===== src/rtl/led_panel_if.sv =====
// Bundles the mode/pattern inputs and LED/status outputs of led_panel_ctrl.
// master drives the pattern inputs; slave is the controller side.
interface led_panel_if #(
    parameter int unsigned N_LED    = 4,
    parameter int unsigned PWM_BITS = 4
);
    logic [2:0]          mode;
    logic [N_LED-1:0]    score;
    logic                right;
    logic [N_LED+1:0]    track;
    logic [3:0]          blink_n;
    logic [PWM_BITS-1:0] bright;
    logic [N_LED-1:0]    led;
    logic                blink_done;
    logic                busy;

    modport master (
        output mode, score, right, track, blink_n, bright,
        input  led, blink_done, busy
    );

    modport slave (
        input  mode, score, right, track, blink_n, bright,
        output led, blink_done, busy
    );
endinterface


===== src/rtl/led_panel_ctrl.sv =====
// LED panel controller: OFF/SCORE/SERVE/TRACK/BLINK/CHASE display modes, active-low reversed drive.
// Optional brightness PWM gating is enabled by defining LED_PWM_EN.
module led_panel_ctrl #(
    parameter int unsigned N_LED     = 4,
    parameter int unsigned BLINK_CYC = 25000000,
    parameter int unsigned PWM_BITS  = 4
) (
    input logic         clk,
    input logic         rst,
    led_panel_if.slave  bus
);
    localparam int unsigned PhW = $clog2(BLINK_CYC);
    localparam int unsigned PosW = $clog2(N_LED);
    localparam logic [PhW-1:0]  PhaseMax = PhW'(BLINK_CYC - 1);
    localparam logic [PosW-1:0] PosMax   = PosW'(N_LED - 1);

    localparam logic [2:0] ModeOff   = 3'd0;
    localparam logic [2:0] ModeScore = 3'd1;
    localparam logic [2:0] ModeServe = 3'd2;
    localparam logic [2:0] ModeTrack = 3'd3;
    localparam logic [2:0] ModeBlink = 3'd4;
    localparam logic [2:0] ModeChase = 3'd5;

    typedef enum logic [1:0] {StIdle, StOn, StOff, StDone} blink_st_e;

    blink_st_e        st_q, st_d;
    logic [2:0]       mode_q;
    logic [PhW-1:0]   phase_q, phase_d;
    logic [PosW-1:0]  pos_q, pos_d;
    logic [3:0]       per_q, per_d, per_inc;
    logic [3:0]       n_q, n_d;
    logic [N_LED-1:0] on_q, on_d;
    logic             busy_q, busy_d;
    logic             done_q, done_d;
    logic             entry, wrap;
    logic [N_LED-1:0] lit;
    logic             unused_track_ends;

    assign unused_track_ends = bus.track[0] ^ bus.track[N_LED+1];

    always_comb begin
        entry   = (bus.mode != mode_q);
        wrap    = (phase_q == PhaseMax);
        phase_d = (entry || wrap) ? '0 : phase_q + PhW'(1);

        pos_d = pos_q;
        if (entry) begin
            pos_d = '0;
        end else if (wrap) begin
            pos_d = (pos_q == PosMax) ? '0 : pos_q + PosW'(1);
        end

        st_d    = st_q;
        per_d   = per_q;
        n_d     = n_q;
        done_d  = 1'b0;
        per_inc = per_q + 4'd1;

        if (bus.mode != ModeBlink) begin
            st_d = StIdle;
        end else if (entry || st_q == StIdle) begin
            // blink_n is captured only here, so later changes wait for the next entry
            st_d  = StOn;
            per_d = '0;
            n_d   = bus.blink_n;
        end else begin
            case (st_q)
                StOn: if (wrap) st_d = StOff;
                StOff: begin
                    if (wrap) begin
                        if (n_q == 4'd0) begin
                            st_d = StOn;
                        end else if (per_inc == n_q) begin
                            st_d   = StDone;
                            per_d  = per_inc;
                            done_d = 1'b1;
                        end else begin
                            st_d  = StOn;
                            per_d = per_inc;
                        end
                    end
                end
                default: st_d = StDone;
            endcase
        end

        busy_d = ((st_d == StOn) || (st_d == StOff)) && (n_d != 4'd0);

        on_d = '0;
        case (bus.mode)
            ModeScore: on_d = bus.score;
            ModeServe: begin
                if (bus.right) on_d[N_LED-1] = 1'b1;
                else           on_d[0]       = 1'b1;
            end
            ModeTrack: on_d = bus.track[N_LED:1];
            ModeBlink: on_d = {N_LED{st_d == StOn}};
            ModeChase: on_d[pos_d] = 1'b1;
            default:   on_d = '0;
        endcase
    end

    always_ff @(posedge clk) begin
        if (rst) begin
            st_q    <= StIdle;
            mode_q  <= ModeOff;
            phase_q <= '0;
            pos_q   <= '0;
            per_q   <= '0;
            n_q     <= '0;
            on_q    <= '0;
            busy_q  <= 1'b0;
            done_q  <= 1'b0;
        end else begin
            st_q    <= st_d;
            mode_q  <= bus.mode;
            phase_q <= phase_d;
            pos_q   <= pos_d;
            per_q   <= per_d;
            n_q     <= n_d;
            on_q    <= on_d;
            busy_q  <= busy_d;
            done_q  <= done_d;
        end
    end

`ifdef LED_PWM_EN
    logic [PWM_BITS-1:0] pwm_cnt_q;
    logic                pwm_gate;

    always_ff @(posedge clk) begin
        if (rst) pwm_cnt_q <= '0;
        else     pwm_cnt_q <= pwm_cnt_q + PWM_BITS'(1);
    end

    // Full-scale brightness is a steady on, not a 15/16 duty
    assign pwm_gate = (bus.bright == '1) || (pwm_cnt_q < bus.bright);
    assign lit      = on_q & {N_LED{pwm_gate}};
`else
    logic unused_bright;
    assign unused_bright = ^bus.bright;
    assign lit           = on_q;
`endif

    always_comb begin
        bus.led = '1;
        for (int i = 0; i < int'(N_LED); i++) begin
            bus.led[i] = ~lit[N_LED-1-i];
        end
    end

    assign bus.busy       = busy_q;
    assign bus.blink_done = done_q;
endmodule


===== src/flat_wrapper.sv =====
// flat-port wrapper written by rule: the top's interface ports become plain ports
module led_panel_ctrl_flat 
#(
    parameter int unsigned N_LED     = 4,
    parameter int unsigned BLINK_CYC = 25000000,
    parameter int unsigned PWM_BITS  = 4
)
  (clk, rst, bus_mode, bus_score, bus_right, bus_track, bus_blink_n, bus_bright, bus_led, bus_blink_done, bus_busy);
  led_panel_if #(.N_LED(N_LED), .PWM_BITS(PWM_BITS)) bus_i ();
  input logic clk;
  input logic rst;
  input wire logic [$bits(bus_i.mode)-1:0] bus_mode;
  input wire logic [$bits(bus_i.score)-1:0] bus_score;
  input wire logic [$bits(bus_i.right)-1:0] bus_right;
  input wire logic [$bits(bus_i.track)-1:0] bus_track;
  input wire logic [$bits(bus_i.blink_n)-1:0] bus_blink_n;
  input wire logic [$bits(bus_i.bright)-1:0] bus_bright;
  output wire logic [$bits(bus_i.led)-1:0] bus_led;
  output wire logic [$bits(bus_i.blink_done)-1:0] bus_blink_done;
  output wire logic [$bits(bus_i.busy)-1:0] bus_busy;
  assign bus_i.mode = bus_mode;
  assign bus_i.score = bus_score;
  assign bus_i.right = bus_right;
  assign bus_i.track = bus_track;
  assign bus_i.blink_n = bus_blink_n;
  assign bus_i.bright = bus_bright;
  assign bus_led = bus_i.led;
  assign bus_blink_done = bus_i.blink_done;
  assign bus_busy = bus_i.busy;
  led_panel_ctrl #(.N_LED(N_LED), .BLINK_CYC(BLINK_CYC), .PWM_BITS(PWM_BITS)) u_core (.clk(clk), .rst(rst), .bus(bus_i));
endmodule

===== config.mk =====
export PLATFORM = sky130hd
export DESIGN_NAME = led_panel_ctrl_flat
export DESIGN_NICKNAME = d
export VERILOG_FILES = /design/src/rtl/led_panel_if.sv /design/src/rtl/led_panel_ctrl.sv /design/src/flat_wrapper.sv
export SDC_FILE = /design/constraint.sdc
export NUM_CORES = 1
export LEC_CHECK = 0
export ABC_AREA = 1
export CAP_MARGIN = 15
export CORE_MARGIN = 8
export CORE_UTILIZATION = 61
export DETAILED_ROUTE_END_ITERATION = 8
export PLACE_DENSITY = 0.92
export REMOVE_ABC_BUFFERS = 1
export SYNTH_ARGS = -nofsm -noshare
export SYNTH_HDL_FRONTEND = slang
export SYNTH_SLANG_ARGS = --single-unit
export TNS_END_PERCENT = 100

===== constraint.sdc =====
create_clock -name clk -period 3.75 [get_ports clk]
set_clock_uncertainty 0.05 [all_clocks]
set_input_delay 0.5625 -clock clk [delete_from_list [all_inputs] [get_ports clk]]
set_output_delay 0.5625 -clock clk [all_outputs]
set_load 0.01 [all_outputs]

==> impl_metrics.toml <==
[synthesis]
ys_types = 40
synth_edf_count = 0
ys_seq_elements = 46
synth_ff_type = "dfxtp_1"
async_flop_share_pct = 0
yosysSeqAreaShare_pct = 34.0
postSynthCellCount = 391
ys_warn_count = 0
synth.avg_cell_area_sq_um = 6.93
synthesis.area_sq_mm = 0.00271

[worst_setup_path]
worstSetupPathType = "in2reg"
regToRegSetupSlack_ps = 1240
critical_path_peak_fanout = 7
critPathCaptureType = "flip-flop"
reg2reg_from = "u_core.phase_q[0]$_SDFF_PP0_"
required_ps = 3870
start_kind = "input port"
cp.arrival_ps = 2650
crit_start = "bus_mode[2]"

[timing]
min_period_ps = 2540
grt_setup_unrepaired = "false"
hold_viol = 0
slew_headroom_pct = 57.9
setup_viol = 0
finalSetupTns_ps = 0
fin_crit_sh_pct = 67.6
worstMarginPinSlew_ps = 630
final_max_slew_viol_count = 0
max_freq_mhz = 394

[routing]
drc_errors = 0
via_per_inst = 5.37
drtPass1Iterations = 5
wl_mm = 5.78
drtIter0Drc = 126
antenna_left = 0
wl_per_cell_um = 12.4
via_count = 2515

[min_path]
hold_class = "reg2reg"
hp-start = "u_core.phase_q[0]$_SDFF_PP0_"

[power_and_ir_drop]
p_switching_w = 0.000211
comb_power_share_pct = 8.5
power_density_mw_per_mm2 = 291
clock_power_share_pct = 35.3
swShare_pct = 23.6
p_int_w = 0.000682
ir_drop_v = 0.000224
seq_power_share_pct = 56.2
power.leakage_nw = 1.18

[cts]
ctsHoldBuffers = 0
cts_tree = "yes"
clock_sinks = 46
htreeDepth = 2
post-cts-setup-buffers = 0
cts_max_path_buffers = 2
cts_resized = 0
cts_buffers = 5
path_clk_slew_ps = 80
clk_latency_ps = 300
cts_root_buf = "clkbuf_8"

[finish]
final_area_sq_mm = 0.00306
mostFrequentLayoutCell = "nand2_1"
area.growth.synth_to_final_pct = 13.0
antennaDiodeCount = 0
nets = 446
drive_gt1_share_pct = 8.89
mostFrequentLayoutCells = "82 x nand2_1, 57 x inv_1, 56 x nor2_1, 46 x dfxtp_1"

[floorplan]
pin_count = 30
core-area_sq_mm = 0.00432
die_h_um = 82.7
die_w_um = 82.7
die_area_sq_mm = 0.00683
placementRows = 24
start_util_pct = 62.7

[grt]
grt_pass1_wl_mm = 10.3
grt_start_max_net_pins = 26
grt_pass1_vias = 2460
antenna_found_initial = 0
grt_overflow = 0
grt_usage_pct = 18.8

[flow_run]
maxCapViolCount = 0

[placed_design]
placed_area_sq_mm = 0.00297
port_buffers = 23
place_congestion = 0.887
post-dp-hpwl_mm = 4.54

[status]
status = "finished, final reports clean"
metrics by stage:
stage | total power (W) | hold WS (ps) | setup WS (ps) | instances | utilization, %
after floorplan | 0.000552 | 379 | 1600 | 385 | -
after global routing | 0.000923 | 427 | 991 | 468 | 70.8
after detailed placement | 0.000588 | 403 | 896 | 460 | 68.7
final | 0.000892 | 423 | 1210 | 468 | 70.8
after CTS | 0.000895 | 422 | 1210 | 468 | 70.8
after global placement | 0.000585 | 392 | 992 | 460 | 68.7
metal layers:
metal / vias up / track usage [%] / wire, um
met5: - / 0 / 0
met4: 0 / 6.90 / 121
met3: 13 / 4.00 / 245
met2: 65 / 32.4 / 2890
met1: 1129 / 22.2 / 2520
li1: 1308 / - / -
registers in the layout, indices dropped and copies added (netlist names):
signal and flops:
u_core.bus.blink_done 1, u_core.bus.busy 1, u_core.lit 4, u_core.mode_q 3, u_core.n_q 4, u_core.per_q 4, u_core.phase_q 25, u_core.pos_q 2
u_core.st_q 2
path summary, 6_finish.rpt:
check | to | cells past startpoint
hold / removal | u_core.phase_q[0]$_SDFF_PP0_ | 1
setup / recovery | u_core.lit[2]$_SDFF_PP0_ | 12
setup reg to reg | u_core.lit[2]$_SDFF_PP0_ | 15
hold reg to reg | u_core.phase_q[0]$_SDFF_PP0_ | 1
worst max-delay path: stages:
cell and delay, ps:
clkdlybuf4s50_1 580, xnor2_1 160, nand4_1 160, inv_1 200, nand4_1 130, nand2_1 100, inv_1 50, ha_1 190
inv_1 70, nor2_1 70, a221oi_1 290, a21oi_2 90
synth_stat cells, types with 2 or more instances:
master    instances  share of area, %
nand3_2           2              0.74
or2_0             3              0.69
o21ai_1           3              0.55
nand3b_1          3              0.83
nor3_1           17               3.1
nand3_1          23               4.2
nor2_1           56               7.8
inv_2             4              0.55
nand2_1          82                11
a21oi_1          18               3.3
a22oi_1           2              0.55
ha_1              7               3.2
inv_1            57               7.9
o21ai_0           4              0.74
nor3b_2           2              0.92
nand3_4           2               1.3
nor2_4            2              0.83
a21oi_2           2              0.65
nand2_2           2              0.46
nor3_2            4               1.5
a221oi_1          3              0.97
nand4_1          12               2.8
buf_2             3              0.55
clkbuf_1          2              0.28
xnor2_1           8               2.6
dfxtp_1          46                34
nor3_4            2               1.2
nor2_2            3              0.69
xor2_1            6               1.9
logic make-up after synthesis:
| kind of cell | count (synthesis) | synth area share [%] |
|---|---|---|
| AND/OR/NAND/NOR | 222 | 41.0 |
| buffers and inverters | 67 | 9.70 |
| flip-flops | 46 | 34.0 |
| AO/OA/AOI/OAI | 35 | 7.57 |
| XOR/XNOR | 14 | 4.52 |
| adder cells (fa/ha/maj) | 7 | 3.23 |
layout make-up:
type,instances,area (sq um)
Clock buffer,7,86.3
Tap cell,52,65.1
Multi-Input combinational cell,278,1530
Sequential cell,46,921
Clock inverter,1,5.00
Inverter,61,229
Fill cell,336,1260
Timing Repair Buffer,23,230
power by group through the flow:
stage / clock [W] / combinational, W / sequential, W
floorplan: 0 / 0.0000398 / 0.000512
global placement: 0 / 0.0000730 / 0.000512
detailed placement: 0 / 0.0000756 / 0.000513
CTS: 0.000318 / 0.0000761 / 0.000501
global route: 0.000336 / 0.0000856 / 0.000502
finish: 0.000315 / 0.0000761 / 0.000501
Power figures use the tool's default switching activity.
